===== src/rtl/adder_cmp_stage.sv =====
// Multi-cycle adder/comparator: adds and compares two N-bit operands CHUNK bits per clock, LSB first.
// Define ADDER_CMP_SIGNED_EN for two's-complement ordering of lt/le/gt/ge (unsigned otherwise).
module adder_cmp_stage #(
  parameter int N     = 16,
  parameter int CHUNK = 4
) (
  input  logic         clk,
  input  logic         rst,
  input  logic [N-1:0] a,
  input  logic [N-1:0] b,
  input  logic         in_valid,
  output logic         in_ready,
  output logic [N-1:0] sum,
  output logic         co,
  output logic [5:0]   com_res,
  output logic         out_valid,
  input  logic         out_ready
);

  // N must be a multiple of CHUNK.
  localparam int K  = N / CHUNK;
  localparam int CW = (K > 1) ? $clog2(K) : 1;
  localparam logic [CW-1:0] LAST_CNT = CW'(K - 1);

  typedef enum logic [1:0] {
    ST_IDLE = 2'd0,
    ST_ADD  = 2'd1,
    ST_DONE = 2'd2
  } state_t;

  state_t r_state;
  state_t w_state_nxt;

  logic [CW-1:0]           r_cnt;
  logic [K-1:0][CHUNK-1:0] r_a;
  logic [K-1:0][CHUNK-1:0] r_b;
  logic [K-1:0][CHUNK-1:0] r_acc;
  logic                    r_carry;
  logic                    r_borrow;
  logic                    r_zero;
  logic [N-1:0]            r_sum;
  logic                    r_co;
  logic [5:0]              r_com_res;
  logic                    r_out_valid;

  logic [CHUNK-1:0]        w_a_c;
  logic [CHUNK-1:0]        w_b_c;
  logic [CHUNK:0]          w_add;
  logic [CHUNK:0]          w_diff;
  logic                    w_zero_nxt;
  logic                    w_lt;
  logic                    w_last;
  logic [K-1:0][CHUNK-1:0] w_sum_final;

  // Result vector {eq,ne,lt,le,gt,ge}; exactly one of eq/lt/gt is set.
  function automatic logic [5:0] cmp_vec(input logic eq, input logic lt);
    cmp_vec = {eq, ~eq, lt, lt | eq, ~eq & ~lt, ~lt};
  endfunction

  // Current chunk arithmetic and the fully assembled results for the final chunk
  always_comb begin
    w_a_c              = r_a[r_cnt];
    w_b_c              = r_b[r_cnt];
    w_add              = {1'b0, w_a_c} + {1'b0, w_b_c} + {{CHUNK{1'b0}}, r_carry};
    w_diff             = {1'b0, w_a_c} - {1'b0, w_b_c} - {{CHUNK{1'b0}}, r_borrow};
    w_zero_nxt         = r_zero & (w_a_c == w_b_c);
    w_last             = (r_cnt == LAST_CNT);
    w_sum_final        = r_acc;
    w_sum_final[r_cnt] = w_add[CHUNK-1:0];
`ifdef ADDER_CMP_SIGNED_EN
    // Differing signs decide the order directly; equal signs fall back to the borrow.
    w_lt = (r_a[K-1][CHUNK-1] ^ r_b[K-1][CHUNK-1]) ? r_a[K-1][CHUNK-1] : w_diff[CHUNK];
`else
    w_lt = w_diff[CHUNK];
`endif
  end

  // Next-state logic
  always_comb begin
    w_state_nxt = r_state;
    case (r_state)
      ST_IDLE: begin
        if (in_valid) begin
          w_state_nxt = ST_ADD;
        end else begin
          w_state_nxt = ST_IDLE;
        end
      end
      ST_ADD: begin
        if (w_last) begin
          w_state_nxt = ST_DONE;
        end else begin
          w_state_nxt = ST_ADD;
        end
      end
      ST_DONE: begin
        if (out_ready) begin
          w_state_nxt = ST_IDLE;
        end else begin
          w_state_nxt = ST_DONE;
        end
      end
      default: w_state_nxt = ST_IDLE;
    endcase
  end

  // State register
  always_ff @(posedge clk) begin
    if (rst) begin
      r_state <= ST_IDLE;
    end else begin
      r_state <= w_state_nxt;
    end
  end

  // Operand latch, per-chunk accumulation and atomic result load
  always_ff @(posedge clk) begin
    if (rst) begin
      r_cnt       <= {CW{1'b0}};
      r_a         <= {N{1'b0}};
      r_b         <= {N{1'b0}};
      r_acc       <= {N{1'b0}};
      r_carry     <= 1'b0;
      r_borrow    <= 1'b0;
      r_zero      <= 1'b0;
      r_sum       <= {N{1'b0}};
      r_co        <= 1'b0;
      r_com_res   <= 6'b000000;
      r_out_valid <= 1'b0;
    end else begin
      case (r_state)
        ST_IDLE: begin
          if (in_valid) begin
            r_a      <= a;
            r_b      <= b;
            r_acc    <= {N{1'b0}};
            r_cnt    <= {CW{1'b0}};
            r_carry  <= 1'b0;
            r_borrow <= 1'b0;
            r_zero   <= 1'b1;
          end
        end
        ST_ADD: begin
          r_acc    <= w_sum_final;
          r_carry  <= w_add[CHUNK];
          r_borrow <= w_diff[CHUNK];
          r_zero   <= w_zero_nxt;
          if (w_last) begin
            r_cnt       <= {CW{1'b0}};
            r_sum       <= w_sum_final;
            r_co        <= w_add[CHUNK];
            r_com_res   <= cmp_vec(w_zero_nxt, w_lt);
            r_out_valid <= 1'b1;
          end else begin
            r_cnt <= r_cnt + CW'(1);
          end
        end
        ST_DONE: begin
          if (out_ready) begin
            r_out_valid <= 1'b0;
          end
        end
        default: begin
          r_out_valid <= 1'b0;
        end
      endcase
    end
  end

  assign in_ready  = (r_state == ST_IDLE);
  assign sum       = r_sum;
  assign co        = r_co;
  assign com_res   = r_com_res;
  assign out_valid = r_out_valid;

endmodule


===== config.mk =====
export PLATFORM = sky130hd
export DESIGN_NAME = adder_cmp_stage
export DESIGN_NICKNAME = d
export VERILOG_FILES = /design/src/rtl/adder_cmp_stage.sv
export SDC_FILE = /design/constraint.sdc
export NUM_CORES = 1
export LEC_CHECK = 0
export ABC_AREA = 1
export CAP_MARGIN = 40
export CORE_UTILIZATION = 55
export CTS_CLUSTER_DIAMETER = 60
export DETAILED_ROUTE_END_ITERATION = 16
export DONT_BUFFER_PORTS = 1
export GPL_ROUTABILITY_DRIVEN = 0
export PLACE_DENSITY = 0.7
export SETUP_SLACK_MARGIN = 0.5
export SYNTH_ARGS = -nofsm -noshare
export SYNTH_HDL_FRONTEND = slang
export SYNTH_SLANG_ARGS = --single-unit

===== constraint.sdc =====
create_clock -name clk -period 3.6 [get_ports clk]
set_input_delay 0.18 -clock clk [delete_from_list [all_inputs] [get_ports clk]]
set_output_delay 0.18 -clock clk [all_outputs]
set_load 0.02 [all_outputs]

# ---- Word level (Yosys, flattened, before mapping)
# Index checks and enable logic that the tools add are counted.
# W data, S select, Z words.
dict set report word_totals {
  word_cells 72
  reg_bits 79
  output_inout_bits 25
  in_bits 36
}
dict set report classes {
  reduce_logical 7
  n_addsub 5
  bitwise_logic 6
  n_eq_ne 7
  mux 24
  magnitude_cmp 2
}
# operator n
set ops {}
lappend ops {{$pmux W16 S2} 1}
lappend ops {{$bmux W4 S2} 2}
lappend ops {{$bwmux W16} 1}
lappend ops {{$mux W16} 1}
lappend ops {{$mux W4} 3}
lappend ops {{$demux W4 S2} 1}
lappend ops {{$mux W2} 4}
lappend ops {{$ne A2 B2 Y1 const B} 3}
lappend ops {{$pmux W1 S2} 3}
lappend ops {{$pmux W2 S3} 1}
lappend ops {{$reduce_and A2 Y1} 3}
lappend ops {{$add A4 B4 Y5} 1}
lappend ops {{$add A5 B1 Y5} 1}
lappend ops {{$mux W1} 5}
lappend ops {{$sub A4 B4 Y5} 1}
lappend ops {{$sub A5 B1 Y5} 1}
lappend ops {{$eq A2 B2 Y1 const B} 2}
lappend ops {{$eq A4 B4 Y1} 1}
lappend ops {{$pmux W2 S2} 1}
lappend ops {{$lt A2 B3 Y1 const B} 1}
lappend ops {{$not A1 Y1} 3}
lappend ops {{$pmux W1 S3} 1}
lappend ops {{$reduce_and A3 Y1} 1}
lappend ops {{$add A2 B1 Y2 const B} 1}
lappend ops {{7 further kinds} 8}

# ---- Depth between registers and ports, before layout
dict set report logic_depth {
  word_depth 6
  mapped_depth 16
  ltp_nobuf 14
}

# ---- Least setup slack after synthesis
# OpenSTA, ideal clock, no wires.
dict set report synth_path {
  path_type {flip-flop to flip-flop}
  startpoint {register r_cnt[0]}
  endpoint {register r_acc[2] in the netlist's numbering}
  stages_incl_launch_ff 14
  setup_time_ps 70
  required_time_ps 3530
  synth_period_minus_slack_ps 2580
  n_path_buf 2
  setup_slack_ps 1020
  arrival_time_ps 2510
  cell_sequence {dfxtp_1 -> buf_2 -> clkbuf_1 -> nand2_1 -> a32oi_1 -> fa_1 -> inv_1 -> fa_1 -> or2_0 -> nand2_1 -> inv_1 -> o21ai_0 -> nand2_1 -> a21oi_2}
}
dict set report synth_between {
  elab_chain_cells 6
  elab_cells_between_ends 13
  cone_classes {2 x add/sub; 2 x order compare; 8 x mux; 1 x reduce/logical}
}
# element line
set synth_rtl {}
lappend synth_rtl {{start: declaration} 34} ;# logic [CW-1:0] r_cnt;
lappend synth_rtl {{start signal: assignment} 119} ;# r_cnt <= {CW{1'b0}};
lappend synth_rtl {{start signal: assignment} 137} ;# r_cnt <= {CW{1'b0}};
lappend synth_rtl {{start signal: assignment} 149} ;# r_cnt <= {CW{1'b0}};
lappend synth_rtl {{$bmux W4 S2 (tied with other cells)} 62} ;# w_a_c = r_a[r_cnt];
lappend synth_rtl {{$mux W4 (not written as such) (tied with other cells)} 62}
lappend synth_rtl {{$add A4 B4 Y5 or $mux W4 (tied branches)} {64, 69}}
lappend synth_rtl {{$add A5 B1 Y5 or $demux W4 S2 (tied branches)} {64, 69}}
lappend synth_rtl {{$bwmux W16 *} 69} ;# w_sum_final[r_cnt] = w_add[CHUNK-1:0];
lappend synth_rtl {{$pmux W16 S2 *} 131} ;# case (r_state)
lappend synth_rtl {{end signal: assignment} 122} ;# r_acc <= {N{1'b0}};
lappend synth_rtl {{end signal: assignment} 136} ;# r_acc <= {N{1'b0}};
lappend synth_rtl {{end signal: assignment} 144} ;# r_acc <= w_sum_final;
lappend synth_rtl {{end: declaration} 37} ;# logic [K-1:0][CHUNK-1:0] r_acc;
# Mark *: on every way between the ends. The rest lies on a longest branch, timed or not. The select of a mux whose other input is x is not followed.
# A chain may end at the register's enable or synchronous reset.

# ---- Worst setup path after layout
dict set report layout_path {
  startpoint {register r_cnt[1]}
  endpoint {register r_acc[6] in the netlist's numbering}
}
# Same word-level chain as after synthesis.

==> flow_summary.json <==
{
  "slew_headroom_pct": 61.9,
  "maxSlewViolCount": 0,
  "required_ps": 3890,
  "crit_chain": "clkinvlp_4 > a32oi_2 > fa_1 > inv_1 > fa_1 > or2_0 > nand2_1 > inv_1 > o21ai_0 > nand2_1 > a21oi_2",
  "synth_edf_count": 0,
  "critical_path.top_delay_family": "compound AO/OA/AOI/OAI gates",
  "fillers": 560,
  "crit_path_max_fanout": 8,
  "avgSynthCellArea_sq_um": 7.57,
  "fin_worst_hold_slack_ps": 5.22,
  "clk_pin_slew_worst_paths_ps": 80,
  "gr-total-overflow": 0,
  "cts_tree": "built",
  "area_growth_pct": 9.52,
  "antenna_cells": 0,
  "dieArea_sq_um": 6580,
  "synth_top_area_share_pct": 43.6,
  "worstPathArrival_ps": 3070,
  "portBuffers": 0,
  "cts_buffer_depth": 2,
  "nets": 506,
  "grt_pass1_vias": 2651,
  "chipHeight_microns": 81.1,
  "max_freq_mhz": 360,
  "dr.pass1.iters": 4,
  "fp.dieW_microns": 81.1,
  "drive_gt1_share_pct": 11.3,
  "clock_latency_ps": 350,
  "worstMarginPinSlew_ps": 570,
  "postLayoutCellArea_sq_um": 3770,
  "core_area_sq_um": 5990,
  "via_count": 2819,
  "p_leak_nw": 1.56,
  "synth_fp_nets": 506,
  "postPlaceCellArea_sq_um": 3440,
  "cts_root_buffer": "clkbuf_8",
  "detail_route.wl_per_cell_microns": 13.3,
  "tns_ps": 0,
  "ant_nets": 0,
  "async_flop_share_pct": 0,
  "hold_class": "input pin to flop",
  "ys_warn_count": 0,
  "cts.htree.levels": 3,
  "dp_hpwl_microns": 5000,
  "yosys_register_bits": 75,
  "netlist_area_sq_um": 3440,
  "fin_skew_ps": 6.83,
  "drtIter0Drc": 117,
  "groute.usage.overall_pct": 23.7,
  "synth_area_leaders": "dfxtp_1 (44%), nand2_1 (9.5%), nor2_1 (8.1%)",
  "drv_cap": 0,
  "hold_violations": 0,
  "rows": 28,
  "min_period_ps": 2780,
  "status": "completed",
  "cts_made_buffers": 9,
  "clock-sinks": 75,
  "grt_pass1_wl_microns": 11900,
  "route.detailed.drc": 0,
  "io_pins": 61,
  "initial_utilization_pct": 57.5,
  "viasPerCell": 5.27,
  "drt-total-wl_microns": 7110,
  "synth_top_cell_by_area": "dfxtp_1",
  "worstPathBufferInverterCount": 3,
  "start_kind": "flop",
  "grt_setup_unrepaired": "false",
  "ys.flop_type": "dfxtp_1",
  "crit_type": "flop to flop",
  "p_per_area_nw_per_um2": 497,
  "antenna_found_initial": 0,
  "final.period_utilization_pct": 77.2,
  "synth.distinct_cells": 35,
  "grt_max_degree": 35,
  "end_kind": "flop",
  "crit_slowest_cell": "dfxtp_1",
  "ys_seq_area_share_pct": 43.6,
  "ir_drop_mv": 0.301,
  "setup_violations": 0,
  "layout_commonest_cell": "nand2_1",
  "critPathMaxStageDelay_ps": 540,
  "final_cell_mix": "nand2_1 (87), nor2_1 (74), dfxtp_1 (74)",
  "netlist_instances": 455
}
==> registers in the layout, indices dropped and copies added, names as in the netlist <==
name	cells
sum	16
out_valid	1
com_res	6
co	1
r_cnt	2
r_acc	12
r_zero	1
r_a	16
r_b	16
r_carry	1
r_state	2
r_borrow	1
==> cells by family (layout without fill, tap and decap cells) <==
logic type	Yosys count	count (layout)	share of synthesized area, %
buffers and inverters	57	62	7.34
and+or+nand+nor	197	197	24.6
adders and majority gates	15	15	5.89
AOI/OAI and AO/OA	111	111	18.5
DFF	75	75	43.6
==> path summary, 6_finish.rpt <==
kind / end / slack [ps] / start / cells after the start
worst min register to register: r_borrow / 470 / r_borrow / 2
worst max register to register: r_acc[6] / 820 / r_cnt[1] / 11
worst min-delay path: r_a[0] / 5 / a[0] / 2
worst max-delay path: r_acc[6] / 820 / r_cnt[1] / 11
==> power breakdown <==
part	leakage [nW]	total [mW]	switching (mW)	internal [mW]
Combinational	0.852	0.330	0.213	0.117
Clock	0.0991	0.638	0.303	0.336
Sequential	0.613	0.904	0.0324	0.872
==> through the flow <==
| stage | util (%) | std cells | power (mW) | setup WS [ps] |
|---|---|---|---|---|
| 5_1_grt | 62.9 | 535 | 1.97 | 506 |
| 6_report | 62.9 | 535 | 1.87 | 819 |
| 2_1_floorplan | - | 455 | 1.17 | 1020 |
| 4_1_cts | 62.5 | 533 | 1.88 | 613 |
| 3_3_place_gp | 56.9 | 506 | 1.22 | 739 |
| 3_5_place_dp | 57.4 | 507 | 1.23 | 632 |
==> what timing repair did <==
action | CTS | global route
endpoints found under the hold margin | 38 | 0
setup endpoints to repair | 0 | 11
hold buffers | 10 | 0
setup buffers | 0 | 2
gates resized for setup | 0 | 4
==> cell type report <==
type / count / area [sq um] / share of cell area, %
Sequential cell: 75 / 1500 / 39.8
Timing Repair Buffer: 13 / 153 / 4.05
Clock inverter: 5 / 52.6 / 1.39
Tap cell: 75 / 93.8 / 2.49
Inverter: 33 / 131 / 3.48
Clock buffer: 11 / 141 / 3.75
Multi-Input combinational cell: 323 / 1700 / 45.0
==> per-layer routing <==
layer  global-route usage, %  vias up  wire length (microns)
li1                        -     1476                      -
met1                    28.4     1251                   3270
met2                    39.6       72                   3290
met3                    4.49       20                    306
met4                    13.6        0                    239
met5                       0        -                      0
==> Yosys cell counts (3+ instances only) <==
master    instances
nor3_1            3
nand2_1          87
a21oi_2           9
inv_1            28
clkbuf_1         14
nand3_1          13
o21ai_0          53
ha_1             13
inv_2             4
buf_2             7
o22ai_1           3
nand2_2           9
nor2_1           74
a21oi_1          26
o21bai_1          6
a32oi_1           4
dfxtp_1          75
o21ai_1           4
(Power assumes the default switching activity.)
